--- config.mk ---
export PLATFORM = sky130hd
export DESIGN_NAME = packed_port_serializer_flat
export DESIGN_NICKNAME = d
export VERILOG_FILES = /design/src/rtl/packed_port_serializer_if.sv /design/src/rtl/packed_port_serializer.sv /design/src/flat_wrapper.sv
export SDC_FILE = /design/constraint.sdc
export NUM_CORES = 1
export LEC_CHECK = 0
export CELL_PAD_IN_SITES_DETAIL_PLACEMENT = 1
export CELL_PAD_IN_SITES_GLOBAL_PLACEMENT = 2
export CORE_MARGIN = 2
export CORE_UTILIZATION = 30
export CTS_CLUSTER_DIAMETER = 60
export CTS_CLUSTER_SIZE = 24
export DETAILED_ROUTE_END_ITERATION = 7
export PLACE_DENSITY_LB_ADDON = 0.1
export SYNTH_ARGS = -nofsm -noshare
export SYNTH_HDL_FRONTEND = slang
export SYNTH_SLANG_ARGS = --single-unit
--- constraint.sdc ---
create_clock -name i_clk -period 2.98 [get_ports i_clk]
set_clock_uncertainty 0.2 [all_clocks]
set_input_delay 0.298 -clock i_clk [delete_from_list [all_inputs] [get_ports i_clk]]
set_output_delay 0.298 -clock i_clk [all_outputs]
set_load 0.01 [all_outputs]
--- src/rtl/packed_port_serializer_if.sv ---
// ---------------------------------------------------------------------------
// packed_port_serializer_if
//
// Carries the parallel word that packed_port_serializer reads. The producer
// side (master) owns x; the serializer (slave) only ever reads it.
//
// Parameters:
//   WIDTH  bit width of the packed field x
//
// Signals:
//   x [WIDTH-1:0]  parallel word, written by master, read by slave
// ---------------------------------------------------------------------------
interface packed_port_serializer_if #(
  parameter int WIDTH = 8
);

  logic [WIDTH-1:0] x;

  modport master (output x);
  modport slave  (input  x);

endinterface : packed_port_serializer_if

--- src/rtl/packed_port_serializer.sv ---
// ---------------------------------------------------------------------------
// packed_port_serializer
//
// Captures the packed word p.x on a start request and streams it out one bit
// per accepted valid/ready handshake. After the final bit is accepted the
// block returns to idle and pulses o_done for one cycle.
//
// Parameters:
//   WIDTH      data bits per frame (>= 2)
//   MSB_FIRST  0: bit 0 leaves first; 1: bit WIDTH-1 leaves first
//
// Optional feature (compile-time macro PACKED_PORT_SERIALIZER_PARITY_EN):
//   when defined, one extra even-parity bit (XOR of the captured word)
//   follows the data bits and carries o_last. Frame length is WIDTH+1.
//   When undefined, the frame is exactly WIDTH bits.
//
// Ports:
//   i_clk    clock, rising edge
//   i_rst_n  asynchronous active-low reset
//   p        interface slave modport, p.x is the word to capture
//   i_start  capture p.x and begin a frame (honoured in IDLE only)
//   i_ready  downstream accepts o_bit this cycle
//   o_valid  o_bit is valid (frame in progress)
//   o_bit    current serial bit
//   o_last   current bit is the final bit of the frame
//   o_busy   frame in progress
//   o_done   one-cycle pulse after the final bit is accepted
//
// Every output is decoded from registered state only; neither i_ready nor
// p.x reaches an output combinationally.
// ---------------------------------------------------------------------------
module packed_port_serializer #(
  parameter int WIDTH     = 8,
  parameter bit MSB_FIRST = 1'b0
) (
  input  logic                     i_clk,
  input  logic                     i_rst_n,
  packed_port_serializer_if.slave  p,
  input  logic                     i_start,
  input  logic                     i_ready,
  output logic                     o_valid,
  output logic                     o_bit,
  output logic                     o_last,
  output logic                     o_busy,
  output logic                     o_done
);

`ifdef PACKED_PORT_SERIALIZER_PARITY_EN
  localparam int FRAME_LEN = WIDTH + 1;
`else
  localparam int FRAME_LEN = WIDTH;
`endif

  // The shift register holds the whole frame, parity bit included, so the
  // parity bit simply falls out of the same shift path as the data bits.
  localparam int SR_W  = FRAME_LEN;
  localparam int CNT_W = $clog2(FRAME_LEN + 1);
  localparam logic [CNT_W-1:0] LAST_CNT = CNT_W'(FRAME_LEN - 1);
  localparam logic [CNT_W-1:0] CNT_ONE  = CNT_W'(1);

  typedef enum logic {
    IDLE  = 1'b0,
    SHIFT = 1'b1
  } state_t;

  state_t            state_q, state_d;
  logic [SR_W-1:0]   sr_q, sr_d;
  logic [CNT_W-1:0]  cnt_q, cnt_d;
  logic              done_q, done_d;

  logic [SR_W-1:0]   load_word;
  logic [SR_W-1:0]   sr_shifted;
  logic              out_bit;

  // -------------------------------------------------------------------------
  // Frame image loaded at capture. The output end of the register holds the
  // first bit to send; the parity bit (if any) sits at the far end so it is
  // the last one to arrive at the output.
  // -------------------------------------------------------------------------
`ifdef PACKED_PORT_SERIALIZER_PARITY_EN
  logic parity;
  assign parity = ^p.x;

  if (MSB_FIRST) begin : g_load_msb
    assign load_word = {p.x, parity};
  end else begin : g_load_lsb
    assign load_word = {parity, p.x};
  end
`else
  assign load_word = p.x;
`endif

  // -------------------------------------------------------------------------
  // One-position shift toward the output end with zero fill.
  // -------------------------------------------------------------------------
  for (genvar gi = 0; gi < SR_W; gi++) begin : g_shift
    if (MSB_FIRST) begin : g_msb
      if (gi == 0) begin : g_fill
        assign sr_shifted[gi] = 1'b0;
      end else begin : g_move
        assign sr_shifted[gi] = sr_q[gi-1];
      end
    end else begin : g_lsb
      if (gi == SR_W - 1) begin : g_fill
        assign sr_shifted[gi] = 1'b0;
      end else begin : g_move
        assign sr_shifted[gi] = sr_q[gi+1];
      end
    end
  end

  if (MSB_FIRST) begin : g_out_msb
    assign out_bit = sr_q[SR_W-1];
  end else begin : g_out_lsb
    assign out_bit = sr_q[0];
  end

  // -------------------------------------------------------------------------
  // Next-state logic
  // -------------------------------------------------------------------------
  always_comb begin
    state_d = state_q;
    sr_d    = sr_q;
    cnt_d   = cnt_q;
    done_d  = 1'b0;

    unique case (state_q)
      IDLE: begin
        if (i_start) begin
          sr_d    = load_word;
          cnt_d   = '0;
          state_d = SHIFT;
        end
      end

      SHIFT: begin
        // i_start is deliberately not looked at here: a request arriving
        // mid-frame, even on the final transfer, is dropped.
        if (i_ready) begin
          sr_d = sr_shifted;
          if (cnt_q == LAST_CNT) begin
            cnt_d   = '0;
            state_d = IDLE;
            done_d  = 1'b1;
          end else begin
            cnt_d = cnt_q + CNT_ONE;
          end
        end
      end

      default: begin
        state_d = IDLE;
      end
    endcase
  end

  // -------------------------------------------------------------------------
  // State registers
  // -------------------------------------------------------------------------
  always_ff @(posedge i_clk or negedge i_rst_n) begin
    if (!i_rst_n) begin
      state_q <= IDLE;
      sr_q    <= '0;
      cnt_q   <= '0;
      done_q  <= 1'b0;
    end else begin
      state_q <= state_d;
      sr_q    <= sr_d;
      cnt_q   <= cnt_d;
      done_q  <= done_d;
    end
  end

  // -------------------------------------------------------------------------
  // Outputs (decoded from registers only)
  // -------------------------------------------------------------------------
  assign o_valid = (state_q == SHIFT);
  assign o_busy  = (state_q == SHIFT);
  assign o_bit   = (state_q == SHIFT) & out_bit;
  assign o_last  = (state_q == SHIFT) & (cnt_q == LAST_CNT);
  assign o_done  = done_q;

endmodule : packed_port_serializer
--- src/flat_wrapper.sv ---
// flat-port wrapper written by rule: the top's interface ports become plain ports
module packed_port_serializer_flat 
#(
  parameter int WIDTH     = 8,
  parameter bit MSB_FIRST = 1'b0
)
  (i_clk, i_rst_n, i_start, i_ready, o_valid, o_bit, o_last, o_busy, o_done, p_x);
  packed_port_serializer_if #(.WIDTH(WIDTH)) p_i ();
  input  logic i_clk;
  input  logic i_rst_n;
  input  logic i_start;
  input  logic i_ready;
  output logic o_valid;
  output logic o_bit;
  output logic o_last;
  output logic o_busy;
  output logic o_done;
  input wire logic [$bits(p_i.x)-1:0] p_x;
  assign p_i.x = p_x;
  packed_port_serializer #(.WIDTH(WIDTH), .MSB_FIRST(MSB_FIRST)) u_core (.i_clk(i_clk), .i_rst_n(i_rst_n), .p(p_i), .i_start(i_start), .i_ready(i_ready), .o_valid(o_valid), .o_bit(o_bit), .o_last(o_last), .o_busy(o_busy), .o_done(o_done));
endmodule
After elaboration in Yosys (flattened, before gate mapping)
Index checks and enable logic that the tools add are counted.
{"block": "totals", "out_inout_bits": 5, "memories": 0, "register_bits": 14, "romBits": 0, "ramBits": 0, "latchBits": 0}
{"block": "op_classes", "n_lt_le_gt_ge": 0, "n_eq_ne": 3, "div_mod_pow": 0, "mul": 0, "bitwise_logic": 3, "shifts": 0, "muxes": 14, "n_addsub": 1, "n_reduce_logical": 1}
{"operator": "$mux W8", "count": 2}
{"operator": "$pmux W8 S2", "count": 1}
{"operator": "$mux W4", "count": 3}
{"operator": "$pmux W4 S2", "count": 1}
{"operator": "$mux W1", "count": 6}
{"operator": "$add A4 B1 Y4 const B", "count": 1}
{"operator": "$eq A4 B3 Y1 const B", "count": 1}
{"operator": "$ne A2 B2 Y1 const B", "count": 2}
{"operator": "$and A1 B1 Y1", "count": 2}
{"operator": "$pmux W1 S2", "count": 1}
{"operator": "$reduce_and A2 Y1", "count": 1}
{"operator": "$not A1 Y1", "count": 1}

Logic depth before layout (Yosys ltp)
{"block": "logic_depth", "depth_word": 4, "mapped_depth": 4}

Worst setup path before layout
No wires, ideal clock.
{"block": "synth_path", "path_type": "flip-flop to flip-flop", "start": "reg u_core.cnt_q[0]", "end": "reg u_core.cnt_q[0]", "setup_slack_ps": 1405, "t_arrival_ps": 1293, "stages_incl_launch_ff": 5, "setup_time_ps": 82, "t_required_ps": 2698, "path_buffers": 0, "path_cell_list": "dfrtp_1 > ha_1 > and3b_1 > or3b_1 > a31oi_1"}
{"block": "synth_via", "elab_chain_len": 4, "word_cells_on_any_way": 5, "classes_between": "add/sub (1); eq/ne (1); mux (3)"}
{"item": "start, declared", "line_no": "packed_port_serializer.sv:68", "source": "logic [CNT_W-1:0] cnt_q, cnt_d;"}
{"item": "start signal, assigned", "line_no": "packed_port_serializer.sv:169", "source": "cnt_q <= cnt_d;"}
{"item": "$add A4 B1 Y4 or $eq A4 B3 Y1 (tied branches)", "line_no": "packed_port_serializer.sv:146, packed_port_serializer.sv:141"}
{"item": "$mux W4 *", "line_no": "packed_port_serializer.sv:141", "source": "if (cnt_q == LAST_CNT) begin"}
{"item": "$mux W4 *", "line_no": "packed_port_serializer.sv:139", "source": "if (i_ready) begin"}
{"item": "$pmux W4 S2 *", "line_no": "packed_port_serializer.sv:127", "source": "unique case (state_q)"}
Mark *: on every way between the ends. The rest lies on a longest branch, timed or not. The select of a mux whose other input is x is not followed.
A chain may end at the register's enable or synchronous reset.

Worst setup path in the final report
{"block": "layout_path", "start": "reg u_core.state_q (netlist: u_core.o_busy)", "end": "out o_bit"}
{"block": "layout_via", "elab_chain_len": 1}
{"item": "start, declared", "line_no": "packed_port_serializer.sv:66", "source": "state_t state_q, state_d;"}
{"item": "start signal, assigned", "line_no": "packed_port_serializer.sv:167", "source": "state_q <= state_d;"}
{"item": "$and A1 B1 Y1", "line_no": "packed_port_serializer.sv:179", "source": "assign o_bit = (state_q == SHIFT) & out_bit;"}
{"item": "end, declared", "line_no": "flat_wrapper.sv:14", "source": "output logic o_bit;"}
No other way between the ends.

==> impl_metrics.toml <==
[floorplanning]
die_y_um = 54.57
start_util_pct = 31.24
dieArea_um2 = 2977
die_w_um = 54.57
rows = 18
core-area_um2 = 2455
io_pins = 17

[clock_tree]
clkSinkCount = 14
numCtsBuffers = 3
cts_root_buf = "clkbuf_4"
clockBufferDepth = 2
cts.reportedPaths.clkPinSlew_ps = 90
clkLatencyLatePin_ps = 280
cts_setup_buffers = 0
h-tree-depth = 1
cts_hold_buf = 0
cts_resized = 0
cts_tree = "built"

[synthesis]
synth_flop_cell = "dfrtp_1"
async_flop_share_pct = 100.0
synth_nets = 90
synth_cell_types = 26
synth_cells = 77
synth_largest_area_cell = "dfrtp_1"
synth_top_cell_area_share_pct = 45.68
yosys_warnings = 0
synth_common_cells = "14 x dfrtp_1, 8 x a21oi_1, 8 x mux2i_1, 8 x nor2b_1, 7 x a211oi_1"
synth_seq_cells = 14
synth-seq-area-share_pct = 45.68
synth_area_leaders = "dfrtp_1 46%, mux2i_1 10%, a211oi_1 6.9%"
synth-edff-count = 0
synth.most_common_cell = "dfrtp_1"
avgSynthCellArea_um2 = 9.961
syn_area_um2 = 767.0

[placed_design]
hpwl_um = 1126
gp_congestion = 0.6483
portBuffers = 16
place_inst = 117

[sta]
slew_headroom_pct = 46.48
worstMarginPinSlew_ps = 802.9
maxSlewViolCount = 0
rsz0062_at_grt = "no"
fin_crit_sh_pct = 80.87
finalCriticalPeriod_ps = 2410
setup_viol = 0
fmax_mhz = 415.0
finalSetupTns_ps = 0
hold_viol = 0

[finish]
areaGrowthSynthToFinish_pct = 26.59
diodes = 0
drive_gt1_share_pct = 4.396
final_nets = 105
final_cell_count_no_fill = 121

[global_route]
antenna_found_initial = 0
grt_pass1_wl_um = 2932
grt_pass1_vias = 623
grt_start_max_net_pins = 29
track_usage_pct = 14.40
overflow = 0

[drt]
vias = 614
drcViolationCount = 0
drt_iter0_markers = 5
drtPass1Iterations = 2
ant_nets = 0
wl_per_cell_um = 13.78
via_per_inst = 5.074
wl_um = 1667

[worst_setup_path]
critPathTopFamily = "flip-flops"
crit_buf_inv = 1
cp.required_ps = 2480
critPathMaxFanout = 28
cp-start-kind = "register"
crit_type = "register to output port"
cp_cell_sequence = "and2_1, clkdlybuf4s50_1"
endpoint_kind = "output port"
cp_data_arrival_time_ps = 1910
max_stage_delay_ps = 870
cp_slowest_cell = "dfrtp_1"

[pwr]
p_leak_nw = 0.4270
vdd_drop_max_mv = 0.3200
powerDensity_nw_per_um2 = 750.3

[job]
max_cap_violations = 0

[outcome]
outcome = "finished clean"

[hold_path]
hp-class = "input pin to async pin"
==> cells in the final DEF (no fill, tap or decap), types with 3 or more instances in the layout <==
| cell type | count |
|---|---|
| clkdlybuf4s50_1 | 16 |
| dfrtp_1 | 14 |
| mux2i_1 | 8 |
| nor2b_1 | 8 |
| a21oi_1 | 8 |
| a211oi_1 | 7 |
| nor2_1 | 3 |
| nand2_1 | 3 |
| clkbuf_4 | 3 |
==> per-layer routing <==
| metal | part of all wire, % | global-route usage [%] | routed length [um] | vias to the layer above |
|---|---|---|---|---|
| li1 | - | - | - | 306 |
| met1 | 49 | 16.89 | 817 | 296 |
| met2 | 47 | 23.69 | 779 | 10 |
| met3 | 3.1 | 5.738 | 51 | 2 |
| met4 | 1.1 | 5.000 | 19 | 0 |
| met5 | 0 | 0 | 0 | - |
==> per-stage QoR <==
stage	instance area, um^2	hold slack, ps	util (%)	worst slack (ps)	power (mW)
2_1_floorplan	767.0	-197.6	-	1405	0.5064
3_3_place_gp	934.6	372.6	38.07	871.7	0.5886
3_5_place_dp	934.6	373.9	38.07	867.5	0.5967
4_1_cts	970.9	233.7	39.55	522.5	0.7460
5_1_grt	970.9	249.5	39.55	417.6	0.8023
6_report	970.9	217.7	39.55	570.2	0.7285
==> power breakdown <==
group / total (mW) / internal [mW] / switching (mW)
clock network: 0.139 / 0.0743 / 0.0651
registers: 0.340 / 0.261 / 0.0792
logic: 0.249 / 0.149 / 0.100
total: 0.728 / 0.484 / 0.245
==> area by class of cell <==
cell class              count  area [um^2]
fillers                   285         1484
multi-input cells          55        379.1
flip-flops and latches     14        350.3
repair buffers             16        160.2
well taps                  30        37.54
clock buffers               4        36.28
inverters                   2        7.507
==> path summary, 6_finish.rpt <==
kind,start,endpoint,slack [ps],cells past startpoint
worst min register to register,u_core.sr_q[7],u_core.sr_q[7],400,2
worst min-delay path,i_rst_n,u_core.cnt_q[1],220,1
worst max-delay path,u_core.o_busy,o_bit,570,2
worst max register to register,u_core.cnt_q[0],u_core.cnt_q[0],1230,4
min in group i_clk,u_core.sr_q[7],u_core.sr_q[7],400,2
max in group asynchronous,i_rst_n,u_core.sr_q[3],1930,1
==> sequential cells by signal (all words and copies together) (netlist names) <==
register       flops
u_core.cnt_q       4
u_core.o_done      1
u_core.sr_q        8
u_core.o_busy      1
==> logic make-up after synthesis <==
logic type               Yosys count  share of synthesized area (%)
AO/OA/AOI/OAI                     23                          19.58
AND/OR/NAND/NOR                   22                          16.64
flip-flops                        14                          45.68
buffers and inverters              8                          4.894
multiplexers                       8                          10.44
XOR/XNOR                           1                          1.142
adder cells (fa/ha/maj)            1                          1.631
No activity file was read; power rests on OpenSTA's default activity.
